### src/rtl/cmod_uart_rx.sv
// cmod_uart_rx: 8N1 UART receiver with an 8-entry receive FIFO.
// A 2-flop synchroniser feeds a mid-bit sampling FSM. Completed bytes are
// pushed into a circular buffer, and the core pops them through a valid/ready port.
// Build option: define CMOD_UART_RX_PARITY_EN to receive 8E1 frames instead,
// with a parity check.
//
// Handshake: the FIFO pops on every sysclk edge where rx_valid && rx_ready.
// rx_data is the head entry and stays stable while rx_valid=1 and rx_ready=0.
//
// dbg_state encoding: 0 IDLE, 1 START, 2 DATA, 3 PARITY, 4 STOP, 5 BREAK.
module cmod_uart_rx #(
    parameter int CLK_HZ     = 12000000,
    parameter int BAUD       = 115200,
    parameter int FIFO_DEPTH = 8
) (
    input  logic                             sysclk,
    input  logic                             rst_n,
    input  logic                             uart_txd_in,
    output logic [7:0]                       rx_data,
    output logic                             rx_valid,
    input  logic                             rx_ready,
    output logic [$clog2(FIFO_DEPTH+1)-1:0]  fifo_count,
    output logic                             frame_err,
    output logic                             parity_err,
    output logic                             overrun,
    input  logic                             overrun_clr,
    output logic [2:0]                       dbg_state
);
    localparam int CLKS_PER_BIT = (CLK_HZ + BAUD / 2) / BAUD;
    localparam int TW = $clog2(CLKS_PER_BIT);
    localparam int PW = $clog2(FIFO_DEPTH);
    localparam int CW = $clog2(FIFO_DEPTH + 1);
    localparam logic [TW-1:0] HALF_LOAD = TW'(CLKS_PER_BIT / 2 - 1);
    localparam logic [TW-1:0] FULL_LOAD = TW'(CLKS_PER_BIT - 1);

    typedef enum logic [2:0] {
        S_IDLE   = 3'd0,
        S_START  = 3'd1,
        S_DATA   = 3'd2,
        S_PARITY = 3'd3,
        S_STOP   = 3'd4,
        S_BREAK  = 3'd5
    } state_t;

    state_t          state;
    logic            sync1;
    logic            rxs;
    logic [TW-1:0]   tmr;
    logic [2:0]      bit_cnt;
    logic [7:0]      shreg;
    logic            stop_sample;
    logic            par_ok;
    logic            push;
`ifdef CMOD_UART_RX_PARITY_EN
    logic            par_bit;
`endif

    logic [7:0]      mem [FIFO_DEPTH];
    logic [PW-1:0]   wr_ptr;
    logic [PW-1:0]   rd_ptr;
    logic            full;
    logic            pop;
    logic            accept;

    // Two-flop synchroniser. It resets to idle-high, so reset release cannot look like a start bit.
    always_ff @(posedge sysclk or negedge rst_n) begin
        if (!rst_n) begin
            sync1 <= 1'b1;
            rxs   <= 1'b1;
        end else begin
            sync1 <= uart_txd_in;
            rxs   <= sync1;
        end
    end

    assign stop_sample = (state == S_STOP) && (tmr == '0);
`ifdef CMOD_UART_RX_PARITY_EN
    assign par_ok = ~(^{par_bit, shreg});
`else
    assign par_ok = 1'b1;
`endif
    // The byte is written on the same edge as the stop-bit sample.
    assign push = stop_sample && rxs && par_ok;

    // Frame FSM: half-bit delay to the middle of the start bit, then whole-bit steps.
    always_ff @(posedge sysclk or negedge rst_n) begin
        if (!rst_n) begin
            state      <= S_IDLE;
            tmr        <= '0;
            bit_cnt    <= '0;
            shreg      <= '0;
            frame_err  <= 1'b0;
            parity_err <= 1'b0;
`ifdef CMOD_UART_RX_PARITY_EN
            par_bit    <= 1'b0;
`endif
        end else begin
            frame_err  <= 1'b0;
            parity_err <= 1'b0;
            case (state)
                S_IDLE: begin
                    if (!rxs) begin
                        state <= S_START;
                        tmr   <= HALF_LOAD;
                    end
                end
                S_START: begin
                    if (tmr != '0) begin
                        tmr <= tmr - TW'(1);
                    end else if (rxs) begin
                        state <= S_IDLE;
                    end else begin
                        state   <= S_DATA;
                        tmr     <= FULL_LOAD;
                        bit_cnt <= '0;
                    end
                end
                S_DATA: begin
                    if (tmr != '0) begin
                        tmr <= tmr - TW'(1);
                    end else begin
                        shreg   <= {rxs, shreg[7:1]};
                        tmr     <= FULL_LOAD;
                        bit_cnt <= bit_cnt + 3'd1;
                        if (bit_cnt == 3'd7) begin
`ifdef CMOD_UART_RX_PARITY_EN
                            state <= S_PARITY;
`else
                            state <= S_STOP;
`endif
                        end
                    end
                end
`ifdef CMOD_UART_RX_PARITY_EN
                S_PARITY: begin
                    if (tmr != '0) begin
                        tmr <= tmr - TW'(1);
                    end else begin
                        par_bit <= rxs;
                        tmr     <= FULL_LOAD;
                        state   <= S_STOP;
                    end
                end
`endif
                S_STOP: begin
                    if (tmr != '0) begin
                        tmr <= tmr - TW'(1);
                    end else begin
                        parity_err <= ~par_ok;
                        if (rxs) begin
                            state <= S_IDLE;
                        end else begin
                            frame_err <= 1'b1;
                            state     <= S_BREAK;
                        end
                    end
                end
                S_BREAK: begin
                    if (rxs) state <= S_IDLE;
                end
                default: state <= S_IDLE;
            endcase
        end
    end

    assign dbg_state = state;

    assign rx_valid = (fifo_count != '0);
    assign full     = (fifo_count == CW'(FIFO_DEPTH));
    assign pop      = rx_valid & rx_ready;
    // When the FIFO is full, a pop in the same cycle frees the head slot for the incoming byte.
    assign accept   = push & (~full | pop);
    assign rx_data  = mem[rd_ptr];

    // Receive FIFO storage, pointers, occupancy and the sticky overrun flag.
    always_ff @(posedge sysclk or negedge rst_n) begin
        if (!rst_n) begin
            for (int i = 0; i < FIFO_DEPTH; i++) mem[i] <= '0;
            wr_ptr     <= '0;
            rd_ptr     <= '0;
            fifo_count <= '0;
            overrun    <= 1'b0;
        end else begin
            if (accept) begin
                mem[wr_ptr] <= shreg;
                wr_ptr      <= wr_ptr + PW'(1);
            end
            if (pop) rd_ptr <= rd_ptr + PW'(1);
            case ({accept, pop})
                2'b10:   fifo_count <= fifo_count + CW'(1);
                2'b01:   fifo_count <= fifo_count - CW'(1);
                default: fifo_count <= fifo_count;
            endcase
            if (push && !accept) overrun <= 1'b1;
            else if (overrun_clr) overrun <= 1'b0;
        end
    end

endmodule

### config.mk
export PLATFORM = sky130hd
export DESIGN_NAME = cmod_uart_rx
export DESIGN_NICKNAME = d
export VERILOG_FILES = /design/src/rtl/cmod_uart_rx.sv
export SDC_FILE = /design/constraint.sdc
export NUM_CORES = 1
export LEC_CHECK = 0
export ABC_AREA = 1
export BUFFER_PORTS_ARGS = -buffer_cell sky130_fd_sc_hd__buf_2
export CAP_MARGIN = 20
export CELL_PAD_IN_SITES_DETAIL_PLACEMENT = 0
export CELL_PAD_IN_SITES_GLOBAL_PLACEMENT = 1
export CORE_MARGIN = 2
export CORE_UTILIZATION = 46
export CTS_CLUSTER_SIZE = 14
export DETAILED_ROUTE_END_ITERATION = 16
export GPL_TIMING_DRIVEN = 0
export MAX_ROUTING_LAYER = met4
export PLACE_DENSITY_LB_ADDON = 0.1
export SYNTH_ARGS = -nofsm -noshare
export SYNTH_HDL_FRONTEND = slang
export SYNTH_SLANG_ARGS = --single-unit
### constraint.sdc
create_clock -name sysclk -period 2.9 [get_ports sysclk]
set_input_delay 0.58 -clock sysclk [delete_from_list [all_inputs] [get_ports sysclk]]
set_output_delay 0.58 -clock sysclk [all_outputs]
set_load 0.02 [all_outputs]
# Yosys cells after proc, flatten, opt, wreduce, memory -nomap -nowiden
# Index checks and enable logic that the tools add are counted.
[classes] n_eq_ne=17 order_cmp=3 mux=31 bitwise_logic=7 addsub=6 reduce_logical=17
[op_table] operator="$bwmux 64" count=1
[op_table] operator="$mux 7" count=5
[op_table] operator="$mux 3" count=10
[op_table] operator="$pmux 7 s4" count=1
[op_table] operator="$bmux 8 s3" count=1
[op_table] operator="$demux 8 s3" count=1
[op_table] operator="$mux 8" count=3
[op_table] operator="$pmux 3 s5" count=1
[op_table] operator="$ne 2x2->1 const B" count=7
[op_table] operator="$add 3x1->3 const B" count=3
[op_table] operator="$eq 3x3->1 const B" count=3
[op_table] operator="$ge 4x4->1 const B" count=2
[op_table] operator="$not 3->4" count=2
[op_table] operator="$pmux 4 s2" count=1
[op_table] operator="$reduce_and 4->1" count=2
[op_table] operator="$reduce_bool 4->1" count=2
[op_table] operator="$logic_not 7->1" count=1
[op_table] operator="$reduce_bool 7->1" count=1
[op_table] operator="$sub 7x1->7 const B" count=1
[op_table] operator="$pmux 3 s2" count=1
[op_table] operator="$reduce_and 6->1" count=1
[op_table] operator="$reduce_bool 2->1" count=3
[op_table] operator="$mux 1" count=5
[op_table] operator="$add 4x1->4 const B" count=1
[op_table] operator="17 further kinds" count=22
[word_totals] input_bits=5 elab_cells=100 out_inout_bits=19 reg_bits=99

# Longest topological paths before layout
[depth] depth_word=7 ltp_mapped=15 depth_no_buf=14

# Worst setup path after synthesis
# No wires, ideal clock.
[synth_path] path_type="flip-flop to flip-flop" from="reg tmr[0]" to="reg fifo_count[3]" period_less_slack_ns=2.594 stages_incl_launch_ff=16 required_time_ns=2.779 n_path_buf=1 path_slack_ns=0.306 t_arrival_ns=2.473 setup_ns=0.121 path_cell_list="dfrtp_1 > inv_1 > ha_1 > inv_1 > nor2_1 > nand3_4 > nor3_4 > buf_4 > nand2_1 > ha_1 > ha_1 > nand2_1 > nand2_1 > o21a_1 > o21bai_1 > nand2_1"
[synth_between] elab_chain_len=6 elab_cells_between_ends=8 cone_classes="eq/ne (2); mux (1); bitwise (1); reduce/logical (4)"
[synth_rtl] item="from (decl)" line_no="48" source="logic [TW-1:0] tmr;"
[synth_rtl] item="from (signal assigned)" line_no="109" source="tmr <= tmr - TW'(1);"
[synth_rtl] item="from (signal assigned)" line_no="120" source="tmr <= tmr - TW'(1);"
[synth_rtl] item="from (signal assigned)" line_no="147" source="tmr <= tmr - TW'(1);"
[synth_rtl] item="$logic_not 7->1 *" line_no="76" source="assign stop_sample = (state == S_STOP) && (tmr == '0);"
[synth_rtl] item="$logic_and 1x1->1 *" line_no="76"
[synth_rtl] item="$logic_and 1x1->1 *" line_no="83" source="assign push = stop_sample && rxs && par_ok;"
[synth_rtl] item="$and 1x1->1 *" line_no="172" source="assign accept = push & (~full | pop);"
[synth_rtl] item="$eq 2x1->1 / $eq 2x2->1 (equally long branches)" line_no="189" source="case ({accept, pop})"
[synth_rtl] item="$pmux 4 s2 / $reduce_bool 2->1 (equally long branches)"
[synth_rtl] item="to (signal assigned)" line_no="190" source="2'b10: fifo_count <= fifo_count + CW'(1);"
[synth_rtl] item="to (signal assigned)" line_no="191" source="2'b01: fifo_count <= fifo_count - CW'(1);"
[synth_rtl] item="to (signal assigned)" line_no="192" source="default: fifo_count <= fifo_count;"
[synth_rtl] item="to (decl)" line_no="22" source="output logic [$clog2(FIFO_DEPTH+1)-1:0] fifo_count,"
# Mark *: on every way between the ends. The rest lies on a longest branch, timed or not.
# A chain may end at the register's enable or synchronous reset.

# Final worst setup path
[layout_path] from="reg rd_ptr[0]" to="out rx_data[2]"
[layout_between] elab_chain_len=4
[layout_rtl] item="from (decl)" line_no="60" source="logic [PW-1:0] rd_ptr;"
[layout_rtl] item="from (signal assigned)" line_no="188" source="if (pop) rd_ptr <= rd_ptr + PW'(1);"
[layout_rtl] item="$not 3->4 (implied by the code)" line_no="173" source="assign rx_data = mem[rd_ptr];"
[layout_rtl] item="$bmux 8 s3" line_no="173"
[layout_rtl] item="$mux 8 (implied by the code) (2 in series)" line_no="173"
[layout_rtl] item="to (decl)" line_no="19" source="output logic [7:0] rx_data,"
# No other way between the ends. The select of a mux whose other input is x is not followed.

==> run_results.csv <==
group,metric,value,unit
status,outcome,"complete, no violations",
synth,synth-edff-count,0,
synth,yosys.area.top_type,"dfrtp_1",
synth,syn_area_per_cell,7.675,sq um
grt,grt_overflow,0,
layout,layout-drive-gt1-share,0.1000,
drt,drcViolationCount,0,
synth,yosysUniqueCellTypes,32,
critical_path,r2r-start,"tmr[0]",
synth,synth_seq_area_share,0.4759,
critical_path,crit_fanout,10,
critical_path,critPathKind,"reg2out",
clock_tree,htreeDepth,3,
drt,dr.pass1.iters,5,
timing,fmax,362.0,MHz
layout,diodes,0,
synth,synthFlopType,"dfrtp_1",
critical_path,worstPathArrival,2.18,ns
floorplanning,start_util,0.4765,
timing,worstMarginPinSlew,0.7131,ns
layout,final_cells,860,
clock_tree,cts.clk_slew.worst_paths,0.07,ns
timing,hold_ws,0.1760,ns
drt,routed_wl,14450,um
run,cap_violations,0,
timing,post-route-period-util,0.9525,
clock_tree,clk_latency,0.36,ns
drt,ant_nets,0,
synth,async_flop_share,1.000,
power,max-vdd-ir-drop,0.0003424,V
critical_path,required,2.32,ns
synth,synthTopCellsByCount,"nand2_1 (242), dfrtp_1 (97), nand4_1 (76)",
floorplanning,fp.coreArea,0.01094,sq mm
drt,wl_per_cell,16.81,um
timing,max_slew_margin,0.5246,
min_path,hold_path_class,"in2async",
drt,vias_per_cell,5.581,
floorplanning,die_area,0.01220,sq mm
critical_path,cp-end-kind,"output port",
clock_tree,cts_tree,"yes",
critical_path,start_kind,"flip-flop",
timing,clock_skew,0.005283,ns
grt,antenna_found_initial,0,
place,globalplace.congestion,0.8669,
clock_tree,clockBufferDepth,2,
synth,synth-seq-cells,99,
timing,hold_violations,0,
power,power_leakage,3.080,nW
clock_tree,cts-root-buf,"clkbuf_16",
timing,finalSetupViolations,0,
power,power.density,474.2,mW/mm^2
floorplanning,die_x,110.4,um
critical_path,slowest_delay,0.49,ns
clock_tree,cts.hold.buffers_added,0,
synth,yosysMostFrequentCell,"nand2_1",
floorplanning,rows,38,
place,place_inst,842,
layout,nNetsFinal,731,
grt,grt_pass1_vias,4629,
floorplanning,ios,24,
place,dp_slack,-0.1388,ns
drt,vias,4800,
floorplanning,chipHeight,110.4,um
grt,grt_pass1_wl,24050,um
synth,synth_area,0.005211,sq mm
grt,grt_max_degree,67,
synth,yosysWarnings,0,
synth,synth.area.top_cells,"dfrtp_1 (47%), nand2_1 (17%), nand4_1 (9.1%), nor2_1 (5.2%), o21ai_0 (4.9%)",
place,dp_hpwl,9999,um
clock_tree,cts_sinks,99,
timing,fin_crit,2.762,ns
clock_tree,cts_buffers,9,
synth,synthCells,679,
synth,syn_nets,694,
critical_path,crit_chain,"inv_1 > clkbuf_1 > o21ai_0 > o21ai_0 > nand2_1 > nand2_1 > buf_2",
drt,first_iter_violations,498,
grt,grt_use_total,0.2542,
layout,area_delta_synth_final,13.21,%
critical_path,cp_slowest_cell,"dfrtp_1",
timing,slew_viol_final,0,
power,p_total,2.797,mW
layout,final_util,0.5395,
place,io_buffers,22,
synth,synth.top_cell.area_share,0.4658,
critical_path,critPathLaunch,"rd_ptr[0]",
timing,setup_slack,0.1379,ns
## layout by cell type, fill, tap and decap left out, types with 4 or more instances in the layout
| cell type | synthesis | final |
|---|---|---|
| nand2_1 | 242 | 241 |
| inv_1 | 29 | 28 |
| nor2_1 | 72 | 72 |
| dfrtp_1 | 97 | 97 |
| nand3_1 | 19 | 19 |
| o21ai_0 | 51 | 51 |
| nand4_1 | 76 | 76 |
| buf_4 | 2 | 5 |
| ha_1 | 9 | 8 |
| xor2_1 | 5 | 5 |
| clkbuf_16 | 0 | 9 |
| nor2_2 | 5 | 5 |
| a21oi_1 | 4 | 4 |
| clkbuf_1 | 24 | 23 |
| buf_2 | 8 | 29 |
| nor2_4 | 4 | 4 |
| o21ai_1 | 10 | 10 |
## logic make-up (layout without fill, tap and decap cells)
logic type / Yosys count / after routing / share of synthesized area
AND/OR/NAND/NOR: 425 / 425 / 0.3637
flip-flops: 99 / 99 / 0.4759
buffers and inverters: 69 / 110 / 0.05594
AO/OA/AOI/OAI: 68 / 68 / 0.06651
adder cells (fa/ha/maj): 10 / 10 / 0.02545
XOR/XNOR: 7 / 7 / 0.01176
other: 1 / 1 / 0.0007196
## sequential cells by signal, indices dropped and copies added, names as in the netlist
signal and flops:
bit_cnt 3, dbg_state 3, fifo_count 4, frame_err 1, mem 64, overrun 1
rd_ptr 3, rxs 1, shreg 8, sync1 1, tmr 7, wr_ptr 3
## worst max-delay path, delay by kind of cell, from the launching register on
kind                   cells  cell delay (ns)
buffers and inverters      3             0.73
AOI/OAI and AO/OA          2             0.42
and+or+nand+nor            2             0.18
DFF                        1             0.49
## layer usage
| metal | track usage | wire (um) | vias to the layer above |
|---|---|---|---|
| li1 | - | - | 2319 |
| met1 | 0.3450 | 6539 | 2295 |
| met2 | 0.3800 | 6630 | 162 |
| met3 | 0.05928 | 977 | 24 |
| met4 | 0.08083 | 306 | 0 |
| met5 | - | 0 | - |
## layout make-up
| type | count | area [sq um] |
|---|---|---|
| fill | 1066 | 5036 |
| sequential | 99 | 2480 |
| multi-input combinational | 511 | 2455 |
| clock buffer | 9 | 225.2 |
| buffer | 38 | 180.2 |
| tap | 140 | 175.2 |
| timing repair buffer | 26 | 162.7 |
| inverter | 31 | 116.4 |
| clock inverter | 6 | 105.1 |
## stage by stage
stage / instance area (sq um) / setup TNS [ns]
floorplan: 5211 / 0
global placement: 5497 / -0.05292
detailed placement: 5527 / -0.1388
CTS: 5871 / 0
global route: 5899 / -0.001402
finish: 5899 / 0
## path summary, 6_finish.rpt
kind / endpoint / slack (ns) / depth (start not counted)
hold / removal: fifo_count[2] / 0.18 / 1
max in group asynchronous: mem[31] / 2.03 / 2
setup reg to reg: fifo_count[3] / 0.18 / 15
hold reg to reg: rxs / 0.36 / 0
setup / recovery: rx_data[2] / 0.14 / 7
min in group sysclk: sync1 / 0.31 / 1
## power breakdown
group / switching, mW / leakage [nW] / internal [mW] / total (mW)
clock network: 0.536 / 0.165 / 0.834 / 1.37
registers: 0.00199 / 1.35 / 1.38 / 1.38
logic: 0.0348 / 1.56 / 0.00834 / 0.0431
total: 0.573 / 3.08 / 2.22 / 2.80
## timing repair
item                       4_1_cts  5_1_grt
setup endpoints to repair        1        2
resized for setup                3        4
gates cloned                     0        0
setup buffers                    1        2
pin swaps                        1        1
(Power assumes the default switching activity.)
